## src/rtl/inbuf_stream_loader_pkg.sv

```systemverilog
// Shared constants and FSM encoding for the input frame buffer loader.
package inbuf_stream_loader_pkg;

  localparam int DATA_W = 24;
  localparam int ADDR_W = 17;
  localparam int WIDTH  = 480;
  localparam int HEIGHT = 272;
  localparam int DEPTH  = WIDTH * HEIGHT;

  typedef enum logic [1:0] {
    ST_IDLE = 2'd0,
    ST_LOAD = 2'd1,
    ST_DONE = 2'd2,
    ST_HOLD = 2'd3
  } state_t;

endpackage

```

## src/rtl/inbuf_stream_loader.sv

```systemverilog
// Writer side of the input frame buffer: takes an RGB888 valid/ready stream
// with SOF/EOL markers and writes one frame into the inbuf BRAM in raster
// order, then pulses oStart and holds until the reader releases the buffer.
module inbuf_stream_loader #(
  parameter int DATA_W = inbuf_stream_loader_pkg::DATA_W,
  parameter int ADDR_W = inbuf_stream_loader_pkg::ADDR_W,
  parameter int WIDTH  = inbuf_stream_loader_pkg::WIDTH,
  parameter int HEIGHT = inbuf_stream_loader_pkg::HEIGHT
) (
  input  logic              iClk,
  input  logic              iRst,
  input  logic              iValid,
  output logic              oReady,
  input  logic [DATA_W-1:0] iData,
  input  logic              iSof,
  input  logic              iEol,
  input  logic              iRelease,
  output logic              oCs,
  output logic              oWe,
  output logic [ADDR_W-1:0] oAddr,
  output logic [DATA_W-1:0] oWrData,
  output logic              oStart,
  output logic              oErr
);
  import inbuf_stream_loader_pkg::*;

  localparam int COL_W = (WIDTH  > 1) ? $clog2(WIDTH)  : 1;
  localparam int ROW_W = (HEIGHT > 1) ? $clog2(HEIGHT) : 1;

  localparam logic [COL_W-1:0]  COL_LAST = COL_W'(WIDTH - 1);
  localparam logic [ROW_W-1:0]  ROW_LAST = ROW_W'(HEIGHT - 1);
  localparam logic [COL_W-1:0]  COL_ONE  = COL_W'(1);
  localparam logic [ROW_W-1:0]  ROW_ONE  = ROW_W'(1);
  localparam logic [ADDR_W-1:0] ADDR_ONE = ADDR_W'(1);

  state_t            state;
  logic [COL_W-1:0]  col;
  logic [ROW_W-1:0]  row;
  logic [ADDR_W-1:0] addr;   // running raster address, tracks row*WIDTH+col

  logic accept;
  logic colLast;
  logic rowLast;

  assign accept  = iValid & oReady;
  assign colLast = (col == COL_LAST);
  assign rowLast = (row == ROW_LAST);

  // Frame FSM, position counters and all registered BRAM/handshake outputs.
  always_ff @(posedge iClk) begin
    if (iRst) begin
      state   <= ST_IDLE;
      oReady  <= 1'b0;
      oCs     <= 1'b0;
      oWe     <= 1'b0;
      oAddr   <= '0;
      oWrData <= '0;
      oStart  <= 1'b0;
      oErr    <= 1'b0;
      col     <= '0;
      row     <= '0;
      addr    <= '0;
    end else begin
      // write strobe and start pulse are single-cycle unless re-asserted below
      oCs    <= 1'b0;
      oWe    <= 1'b0;
      oStart <= 1'b0;
      case (state)
        ST_IDLE: begin
          oReady <= 1'b1;
          col    <= '0;
          row    <= '0;
          addr   <= '0;
          if (accept && iSof) begin
            oCs     <= 1'b1;
            oWe     <= 1'b1;
            oAddr   <= '0;
            oWrData <= iData;
            col     <= COL_ONE;
            addr    <= ADDR_ONE;
            state   <= ST_LOAD;
          end else begin
            state <= ST_IDLE;
          end
        end
        ST_LOAD: begin
          oReady <= 1'b1;
          if (!accept) begin
            state <= ST_LOAD;
          end else if (iSof) begin
            // unexpected SOF: flag it and restart the frame on this beat
            oErr    <= 1'b1;
            oCs     <= 1'b1;
            oWe     <= 1'b1;
            oAddr   <= '0;
            oWrData <= iData;
            col     <= COL_ONE;
            row     <= '0;
            addr    <= ADDR_ONE;
            state   <= ST_LOAD;
          end else if (iEol != colLast) begin
            // EOL misplaced or missing: drop the beat and the partial frame
            oErr  <= 1'b1;
            col   <= '0;
            row   <= '0;
            addr  <= '0;
            state <= ST_IDLE;
          end else begin
            oCs     <= 1'b1;
            oWe     <= 1'b1;
            oAddr   <= addr;
            oWrData <= iData;
            if (colLast) begin
              col <= '0;
              if (rowLast) begin
                row    <= '0;
                addr   <= '0;
                oReady <= 1'b0;
                state  <= ST_DONE;
              end else begin
                row   <= row + ROW_ONE;
                addr  <= addr + ADDR_ONE;
                state <= ST_LOAD;
              end
            end else begin
              col   <= col + COL_ONE;
              addr  <= addr + ADDR_ONE;
              state <= ST_LOAD;
            end
          end
        end
        ST_DONE: begin
          oReady <= 1'b0;
          oStart <= 1'b1;
          state  <= ST_HOLD;
        end
        ST_HOLD: begin
          if (iRelease) begin
            oReady <= 1'b1;
            state  <= ST_IDLE;
          end else begin
            oReady <= 1'b0;
            state  <= ST_HOLD;
          end
        end
        default: begin
          oReady <= 1'b0;
          col    <= '0;
          row    <= '0;
          addr   <= '0;
          state  <= ST_IDLE;
        end
      endcase
    end
  end

endmodule
```

## config.mk

```make
export PLATFORM = sky130hd
export DESIGN_NAME = inbuf_stream_loader
export DESIGN_NICKNAME = d
export VERILOG_FILES = /design/src/rtl/inbuf_stream_loader_pkg.sv /design/src/rtl/inbuf_stream_loader.sv
export SDC_FILE = /design/constraint.sdc
export NUM_CORES = 1
export LEC_CHECK = 0
export ABC_AREA = 1
export BUFFER_PORTS_ARGS = -buffer_cell sky130_fd_sc_hd__buf_2
export CORE_MARGIN = 2
export CORE_UTILIZATION = 49
export CTS_CLUSTER_DIAMETER = 150
export DETAILED_ROUTE_END_ITERATION = 8
export HOLD_SLACK_MARGIN = 0.1
export PLACE_DENSITY = 0.78
export SETUP_SLACK_MARGIN = 0.3
export SYNTH_ARGS = -nofsm -noshare
export SYNTH_HDL_FRONTEND = slang
export SYNTH_SLANG_ARGS = --single-unit
```

## constraint.sdc

```tcl
create_clock -name iClk -period 1.5 [get_ports iClk]
set_input_delay 0 -clock iClk [delete_from_list [all_inputs] [get_ports iClk]]
set_output_delay 0 -clock iClk [all_outputs]
set_load 0.01 [all_outputs]
```

# ---- Yosys cells after proc, flatten, opt, wreduce, memory -nomap -nowiden
# Index checks and enable logic that the tools add are counted.
dict set report totals {
  ff_bits 82
  out_inout_bits 46
  word_cells 84
}
dict set report classes {
  addsub 3
  eq_ne 10
  muxes 52
  n_bitwise 1
  reduce_logical 8
}
# op n
set ops {}
lappend ops {{two-way mux 17 bit} 9}
lappend ops {{two-way mux 24 bit} 4}
lappend ops {{two-way mux 9 bit} 9}
lappend ops {{one-hot mux 17 bit (2 select lines)} 2}
lappend ops {{one-hot mux 24 bit (2 select lines)} 1}
lappend ops {{one-hot mux 9 bit (2 select lines)} 2}
lappend ops {{adder 9 x 1 -> 9 bit, second input constant} 2}
lappend ops {{== test 9 bit, second input constant} 2}
lappend ops {{adder 17 x 1 -> 17 bit, second input constant} 1}
lappend ops {{two-way mux 1 bit} 16}
lappend ops {{two-way mux 2 bit} 6}
lappend ops {{one-hot mux 2 bit (4 select lines)} 1}
lappend ops {{AND reduction 3 bit} 2}
lappend ops {{== test 2 bit, second input constant} 2}
lappend ops {{!= test 2 bit, second input constant} 2}
lappend ops {{!= test 4 bit, second input constant} 1}
lappend ops {{one-hot mux 1 bit (4 select lines)} 1}
lappend ops {{AND reduction 4 bit} 1}
lappend ops {{nonzero test 2 bit} 2}
lappend ops {{!= test 3 bit, second input constant} 1}
lappend ops {{== test 2 x 1 -> 1 bit, second input constant} 1}
lappend ops {{logical NOT 2 bit} 1}
lappend ops {{one-hot mux 1 bit (2 select lines)} 1}
lappend ops {{AND reduction 2 bit} 1}
lappend ops {{other kinds (3)} 3}

# ---- Logic depth before layout (Yosys ltp)
# Gate-level depths: netlist of run 1.
dict set report depth {
  ltp_word 7
  mapped_depth 12
  ltp_nobuf 12
}

# ---- Worst setup path after synthesis of run 1
# OpenSTA, ideal clock, no wires.
dict set report synth_path {
  kind {flip-flop to flip-flop}
  startpoint {register col[0]}
  endpoint {register oWrData[10]}
  setup_ps 132
  arrival_ps 1510
  slack_ps -142
  stages_incl_launch_ff 12
  path_buffers 1
  period_less_slack_ps 1642
  cell_sequence {dfxtp_1 -> ha_1 -> nand2_1 -> nor2_1 -> nand2_1 -> nand2_1 -> nand2_2 -> o21ai_4 -> inv_2 -> buf_2 -> nand2_1 -> a21oi_1}
}
dict set report synth_between {
  elab_chain_len 4
}
# element line_no
set synth_lines {}
lappend synth_lines {{start, declared} inbuf_stream_loader.sv:37} ;# logic [COL_W-1:0] col;
lappend synth_lines {{start signal, assigned} inbuf_stream_loader.sv:126} ;# col <= col + COL_ONE;
lappend synth_lines {{== test 9 bit} inbuf_stream_loader.sv:46} ;# assign colLast = (col == COL_LAST);
lappend synth_lines {{!= test 1 bit} inbuf_stream_loader.sv:101} ;# end else if (iEol != colLast) begin
lappend synth_lines {{!= test 3 bit (no source line)} n/a}
lappend synth_lines {{AND reduction 4 bit (no source line)} n/a}
lappend synth_lines {{end signal, assigned} inbuf_stream_loader.sv:78} ;# oWrData <= iData;
lappend synth_lines {{end signal, assigned} inbuf_stream_loader.sv:96} ;# oWrData <= iData;
lappend synth_lines {{end signal, assigned} inbuf_stream_loader.sv:112} ;# oWrData <= iData;
lappend synth_lines {{end, declared} inbuf_stream_loader.sv:21} ;# output logic [DATA_W-1:0] oWrData,
# No other way between the ends.
# A chain may end at the register's enable or synchronous reset.

# ---- Worst setup path in the final report of run 1
dict set report layout_path {
  startpoint {register state[1]}
  endpoint {register addr[14]}
}
dict set report layout_between {
  elab_chain_len 3
}
# element line_no
set layout_lines {}
lappend layout_lines {{start, declared} inbuf_stream_loader.sv:36} ;# state_t state;
lappend layout_lines {{start signal, assigned} inbuf_stream_loader.sv:52} ;# state <= ST_IDLE;
lappend layout_lines {{start signal, assigned} inbuf_stream_loader.sv:81} ;# state <= ST_LOAD;
lappend layout_lines {{start signal, assigned} inbuf_stream_loader.sv:83} ;# state <= ST_IDLE;
lappend layout_lines {{== test 2 x 1 -> 1 bit / logical NOT 2 bit (equally long branches)} inbuf_stream_loader.sv:68} ;# case (state)
lappend layout_lines {{!= test 2 bit (no source line) / nonzero test 2 bit (equally long branches)} n/a}
lappend layout_lines {{AND reduction 2 bit (no source line)} n/a}
lappend layout_lines {{end signal, assigned} inbuf_stream_loader.sv:122} ;# addr <= addr + ADDR_ONE;
lappend layout_lines {{end signal, assigned} inbuf_stream_loader.sv:127} ;# addr <= addr + ADDR_ONE;
lappend layout_lines {{end, declared} inbuf_stream_loader.sv:39} ;# logic [ADDR_W-1:0] addr;
# Several ways; a longest one is shown, not always the timed one.

==> metrics.md, run 1 <==
| Metric | Value |
|---|---|
| Outcome | `complete, but fails checks` |
| Failing checks | `setup timing` |
| Post-route insts no fill | `767` |
| Syn-to-layout area delta | `62.6%` |
| RSZ-0062 raised after global routing | `true` |
| Yosys top cell area share | `0.465` |
| Remaining antenna violation count | `0` |
| Worst reg-to-reg setup slack | `-450 ps` |
| Period utilization | `1.30` |
| GP Congestion | `0.920` |
| CP Launch Type | `register` |
| Reg2reg end | `addr[14]` |
| Share of cells above drive strength 1 | `0.407` |
| Syn Area/Cell | `7.05 sq um` |
| Final Worst Setup Slack | `-448 ps` |
| Post-synthesis mux area share | `0` |
| Yosys cell types | `30` |
| Min cycle time layout | `1950 ps` |
| Worst vdd ir | `0.000584 V` |
| Cell Area, Synth | `3530 sq um` |
| Clk pin slew, worst setup/hold paths | `100 ps` |
| Leakage | `2.43 nW` |
| Core Area | `6870 sq um` |
| Compound-gate portion of the synthesized area | `0.0982` |
| R2R cell count | `10` |
| DR WL/cell | `20.7 microns` |
| Simple-Gate Fraction of Synth Area | `0.341` |
| CTS Buffer Depth | `2` |
| Commonest non-fill, non-tap cell in the layout | `nand2_1` |
| Synth Area in Adders | `0.0106` |
| Total gr overflow | `0` |
| Number of hold violations in the final report | `0` |
| Die Footprint | `7900 sq um` |
| # DRC | `0` |
| Clock latency on the worst-skew pair | `390 ps` |
| Final Max Slew Viols | `0` |
| Initial antenna violation count | `0` |
| Total Power | `4.81 mW` |
| Worst setup path class | `register to register` |
| CTS Buf Count | `9` |
| Pwr dens | `837 nW/um^2` |
| FP Rows | `30` |
| Worst Hold Class | `input port to register` |
| DRT Pass-1 Iters | `7` |
| Nets | `698` |
| Final wirelength | `15,900 microns` |
| Ports | `76` |
| Final setup violation count | `80` |
| Vias in the first global route | `4,445` |
| Crit. End Element | `register` |
| Post-synth top area cell | `dfxtp_1` |
| Fill count | `355` |
| Critical Path AT | `2260 ps` |
| Die Y | `88.9 microns` |
| CP Data Required Time | `1820 ps` |
| XOR/XNOR Fraction of Synth Area | `0.00744` |
| Largest net degree at the start of global routing | `37` |
| Worst Max-Slew Pin Slew | `491 ps` |
| Critical Path End | `addr[14]` |
| Post-Place Cells | `706` |
| Worst-path maximum fanout | `3` |
| Max Cap Viol | `0` |
| Clock skew | `24.5 ps` |
| Synth Register Bits | `82` |
| Placed Area | `4460 sq um` |
| Detailed-route via count | `4,674` |
| Largest family of logic cells by synthesized area | `simple AND/OR/NAND/NOR gates` |
| Synth area leaders | `dfxtp_1 46%, nand2_1 15%, nand3_1 8.1%` |
| H-tree levels | `3` |
| Max Freq | `0.513 GHz` |
| Synthesis Warnings | `0` |
| Critical path origin | `state[1]` |
| IO buf count | `75` |
| Worst r2r src | `state[1]` |
| Die Width | `88.9 microns` |
| Post-DR vias/cell | `6.09` |
| Min Hold Slack | `226 ps` |
| CTS tree | `built` |
| Mapped Nets | `534` |
| DPL Wire Length | `6600 microns` |
| First-pass GRT wire length | `21,200 microns` |
| Final core utilization | `0.836` |
| Initial core utilization | `0.514` |
| Finished Cell Area | `5740 sq um` |
| Max-slew headroom | `0.672` |
| Initial drt markers | `584` |
| Commonest non-fill, non-tap cells in the layout | `108 x nand2_1, 76 x dfxtp_1, 75 x buf_2` |
| Synth Instances | `501` |
| Clk sink count | `82` |
| Sequential fraction of the synthesis area | `0.465` |
| Root Buffer | `clkbuf_8` |
| Total GRT Usage | `0.358` |
## how the worst min path moves through the flow
| stage | from | to | cells past startpoint |
|---|---|---|---|
| after global placement | iData[9] | oWrData[9] | 3 |
| final | iEol | col[0] | 6 |
| after floorplan | iData[10] | oWrData[10] | 2 |
| after global routing | iSof | oAddr[1] | 5 |
| after CTS | iEol | col[0] | 6 |
| after detailed placement | iData[18] | oWrData[18] | 3 |
## stage by stage
stage | worst slack, ps | TNS, ps
6_report | -448 | -14000
5_1_grt | -382 | -18000
4_1_cts | -215 | -10900
3_5_place_dp | -431 | -15740
3_3_place_gp | -275 | -10220
2_1_floorplan | -79.5 | -2010
## logic make-up after synthesis
logic type                 after synthesis
adders and majority gates                3
buffers and inverters                   64
and+or+nand+nor                        285
DFF                                     82
xor gates and xnor gates                 3
AOI/OAI and AO/OA                       64
## metal layers
metal,GRT usage,part of all wire,routed length [microns],vias up
li1,-,-,-,1956
met4,0.264,0.099,1570,0
met5,0,0,0,-
met3,0.104,0.10,1620,173
met1,0.369,0.32,5070,2149
met2,0.615,0.48,7650,396
## power breakdown
part           internal [mW]  switching [mW]  total [mW]
registers               2.20          0.0253        2.23
clock network           1.11           0.882        1.99
logic                  0.257           0.327       0.584
total                   3.57            1.23        4.81
## cell type report
cell class | instances | area [sq um] | share of cell area
Multi-Input combinational cell | 356 | 2160 | 0.376
Sequential cell | 82 | 1650 | 0.288
Timing Repair Buffer | 171 | 1370 | 0.239
Inverter | 45 | 194 | 0.0338
Clock buffer | 10 | 128 | 0.0222
Tap cell | 96 | 120 | 0.0209
Clock inverter | 6 | 113 | 0.0196
Antenna cell | 1 | 2.50 | 0.000436
## sequential cells by signal (all words and copies together), names as in the netlist
signal,cells
addr,17
col,9
oAddr,17
oErr,1
oReady,1
oStart,1
oWe,1
oWrData,24
row,9
state,2
## critical path, stage by stage (launching register included)
cell	delay (ps)
dfxtp_2	360
inv_1	80
nand2_1	110
nor2_2	150
inv_1	90
buf_4	130
nor2_1	300
nand3_1	290
nor2_4	180
nor2_2	60
nor2_1	100
## what timing repair did
action	in CTS	in global routing
pin swaps	26	33
endpoints found under the hold margin	27	0
gates cloned	4	2
setup buffers	11	0
resized for setup	54	75
hold buffers	27	0
endpoints found under the setup margin	81	81
## cell usage after synthesis
cell type,count
xor2_1,3
and2_1,1
ha_1,3
nand2_1,140
o22ai_1,1
nand4_1,7
inv_2,2
o32ai_1,1
nor3b_2,1
dfxtp_1,82
nand3_1,57
clkbuf_1,8
nor3_1,13
o21ai_4,1
inv_1,42
buf_6,2
nor2_1,60
nor3b_1,3
o21a_1,1
a21oi_1,44
a211oi_1,1
o21bai_1,1
o21ai_0,12
nor2_2,2
buf_1,2
a31oi_1,2
clkinv_1,1
buf_2,3
nand2_2,1
buf_4,4
Power figures use the tool's default switching activity.
==> inputs of run 2 (changes only) <==
--- a/config.mk
+++ b/config.mk
@@ -8,11 +8,11 @@
 export ABC_AREA = 1
 export BUFFER_PORTS_ARGS = -buffer_cell sky130_fd_sc_hd__buf_2
 export CORE_MARGIN = 2
-export CORE_UTILIZATION = 49
+export CORE_UTILIZATION = 30
 export CTS_CLUSTER_DIAMETER = 150
 export DETAILED_ROUTE_END_ITERATION = 8
 export HOLD_SLACK_MARGIN = 0.1
-export PLACE_DENSITY = 0.78
+export PLACE_DENSITY = 0.53
 export SETUP_SLACK_MARGIN = 0.3
 export SYNTH_ARGS = -nofsm -noshare
 export SYNTH_HDL_FRONTEND = slang
==> run 2 against run 1 <==
  * The run still ends with setup timing left
  * Final cell count up 6.6%
  * Critical path depth up 3
  * Setup slack better by 240 ps
  * Global-route usage down 19 points
  * Clock-buffer cell count up 3
  * Cell area up 0.39%
  * Highest routed layer unchanged
==> metrics.md, run 2 (same netlist as run 1, synthesis figures left out) <==
| Metric | Value |
|---|---|
| Outcome | `complete, but fails checks` |
| Failing checks | `setup timing` |
| Worst Hold Class | `input port to register` |
| Largest net degree at the start of global routing | `37 (unchanged)` |
| Final wirelength | `10,900 microns (-32%)` |
| DR WL/cell | `13.3 microns (-36%)` |
| Max Cap Viol | `0 (unchanged)` |
| Sequential power share | `0.455 (-0.009)` |
| Max-slew headroom | `0.672 (about the same)` |
| Number of hold violations in the final report | `0 (unchanged)` |
| Fill count | `1,104 (+210%)` |
| Max FFs per register | `24 (unchanged)` |
| Grt met1 use | `0.208 (-0.161)` |
| Area of the multi-input gates | `2060 sq um (-4.6%)` |
| Final Max Slew Viols | `0 (unchanged)` |
| # DRC | `0 (unchanged)` |
| Detailed-route via count | `3,860 (-17%)` |
| Clock skew | `3.94 ps (-20.6 ps)` |
| Remaining antenna violation count | `0 (unchanged)` |
| Commonest non-fill, non-tap cell in the layout | `nand2_1` |
| FP Rows | `39 (+30%)` |
| Total Power | `4.90 mW (+1.9%)` |
| Post-route insts no fill | `818 (+6.6%)` |
| Min cycle time layout | `1710 ps (-238 ps)` |
| Die Width | `112 microns (+27%)` |
| DPL Wire Length | `6940 microns (+5.3%)` |
| Max Freq | `0.585 GHz (+14%)` |
| Total GRT Usage | `0.170 (-0.189)` |
| CP Data Required Time | `1710 ps (-110 ps)` |
| CP Launch Type | `register` |
| Comb pwr share | `0.107 (-0.015)` |
| GR Layer Usage met3 | `0.0340 (-0.0695)` |
| CTS Buffer Depth | `2 (unchanged)` |
| Ports | `76 (unchanged)` |
| Top delay family on crit path | `simple AND/OR/NAND/NOR gates` |
| Commonest non-fill, non-tap cells in the layout | `117 x nand2_1, 77 x dfxtp_1, 75 x buf_2` |
| IO buf count | `75 (unchanged)` |
| Clk pin slew, worst setup/hold paths | `60 ps (-40 ps)` |
| CP max stage cell | `dfxtp_2` |
| Core Area | `11,500 sq um (+67%)` |
| Sequence of cells on the critical path | `ha_4 > nand2_4 > nor2_4 > nand2_2 > buf_4 > buf_6 > nand3_4 > nand2_8 > clkinv_8 > nand2_8 > buf_6 > nand2_4 > nor3_2` |
| FF/Latch Area | `1650 sq um (-0.38%)` |
| Critical Path AT | `1920 ps (-340 ps)` |
| Die Y | `112 microns (+27%)` |
| Setup TNS | `-10,740 ps (+3260 ps)` |
| RSZ-0062 raised after global routing | `true` |
| Worst-path maximum fanout | `4 (+1)` |
| Final core utilization | `0.503 (-0.333)` |
| DRT Pass-1 Iters | `4 (-3)` |
| Biggest regs | `oWrData: 24 flops, addr: 17 flops, oAddr: 17 flops` |
| Worst setup path class | `register to register` |
| Clk sink count | `82 (unchanged)` |
| Buf/Inv on CP | `4 (+1)` |
| Met2 usage | `0.302 (-0.313)` |
| Nets | `704 (+0.86%)` |
| Leakage | `2.48 nW (+1.9%)` |
| Initial antenna violation count | `0 (unchanged)` |
| P_sw | `1.15 mW (-6.9%)` |
| CTS tree | `built` |
| Share of cells above drive strength 1 | `0.379 (-0.0282)` |
| Number of inserted diodes | `0 (-1)` |
| Period utilization | `1.14 (-0.158)` |
| Post-Place Cells | `758 (+7.4%)` |
| Clock share of power | `0.438 (+0.023)` |
| Root Buffer | `clkbuf_16` |
| Final setup violation count | `79 (-1.3%)` |
| Clock latency on the worst-skew pair | `340 ps (-50 ps)` |
| Final Worst Setup Slack | `-210 ps (+238 ps)` |
| CP max stage delay | `350 ps (about the same)` |
| Worst Max-Slew Pin Slew | `492 ps (+0.827 ps)` |
| Initial drt markers | `194 (-67%)` |
| H-tree levels | `3 (unchanged)` |
| Post-DR vias/cell | `4.72 (-23%)` |
| Die Footprint | `12,700 sq um (+60%)` |
| Pwr dens | `849 nW/um^2 (+1.5%)` |
| Switching part of the total power | `0.235 (-0.0221)` |
| First-pass GRT wire length | `17,400 microns (-18%)` |
| GP Congestion | `0.854 (-7.1%)` |
| Vias in the first global route | `3,712 (-16%)` |
| Crit. End Element | `register` |
| Initial core utilization | `0.308 (-0.206)` |
| P_int | `3.75 mW (+4.9%)` |
| DP Worst Slack | `-427 ps (+4.50 ps)` |
| CTS Buf Count | `9 (unchanged)` |
| Total gr overflow | `0 (unchanged)` |
| Top reg by flops | `oWrData` |
| Worst vdd ir | `0.000546 V (-6.5%)` |
| Gr busiest metal | `met2` |
| Syn-to-layout area delta | `63.2%` |
run 2: cell types whose count changed in the layout (fill, tap and decap cells not counted), sizes merged:
cell and delta:
bufinv -2, inv -1, clkbuf +4, diode -1, clkinv -1, dlygate4sd3 -1, buf +6
run 2: what timing repair did:
| item | 4_1_cts | 5_1_grt |
|---|---|---|
| gates resized for setup | 69 | 40 |
| endpoints found under the hold margin | 26 | 1 |
| cloned | 3 | 3 |
| pin swaps | 12 | 25 |
| setup endpoints to repair | 80 | 81 |
| hold buffers | 25 | 1 |
| setup buffers | 10 | 3 |
run 2: tightest hold or removal path: stages:
cell     delay [ps]
buf_2           170
a31oi_1         180
a21oi_1          80
run 2: final timing paths:
kind	start	cells past startpoint	slack, ps	to
worst max-delay path	col[0]	13	-210	addr[5]
worst min register to register	oAddr[14]	2	450	oAddr[14]
worst max register to register	col[0]	13	-210	addr[5]
worst min-delay path	iSof	3	150	state[0]
run 2: final cells by class:
cell class | count | share of cell area
Timing Repair Buffer | 177 | 0.244
Multi-Input combinational cell | 356 | 0.358
Clock buffer | 13 | 0.0417
Inverter | 45 | 0.0332
Tap cell | 143 | 0.0310
Sequential cell | 82 | 0.286
Clock inverter | 2 | 0.00673
run 2: stage by stage:
stage / instance area, sq um / hold slack, ps
floorplan: 3680 / 143
global placement: 4540 / 251
detailed placement: 4540 / 255
CTS: 5500 / 70.0
global route: 5760 / 177
finish: 5760 / 147
run 2: per-layer routing:
layer  vias up  share of wire
met5         -              0
met4         0          0.012
met3        12          0.028
met2        56           0.51
met1      1822           0.45
li1       1970              -
run 2: power by group through the flow:
stage               clock network [mW]  registers (mW)  logic (mW)
finish                            2.15            2.23       0.523
global route                      2.29            2.23       0.562
CTS                               2.20            2.22       0.462
detailed placement                   0            2.27       0.327
global placement                     0            2.27       0.325
floorplan                            0            2.29       0.170
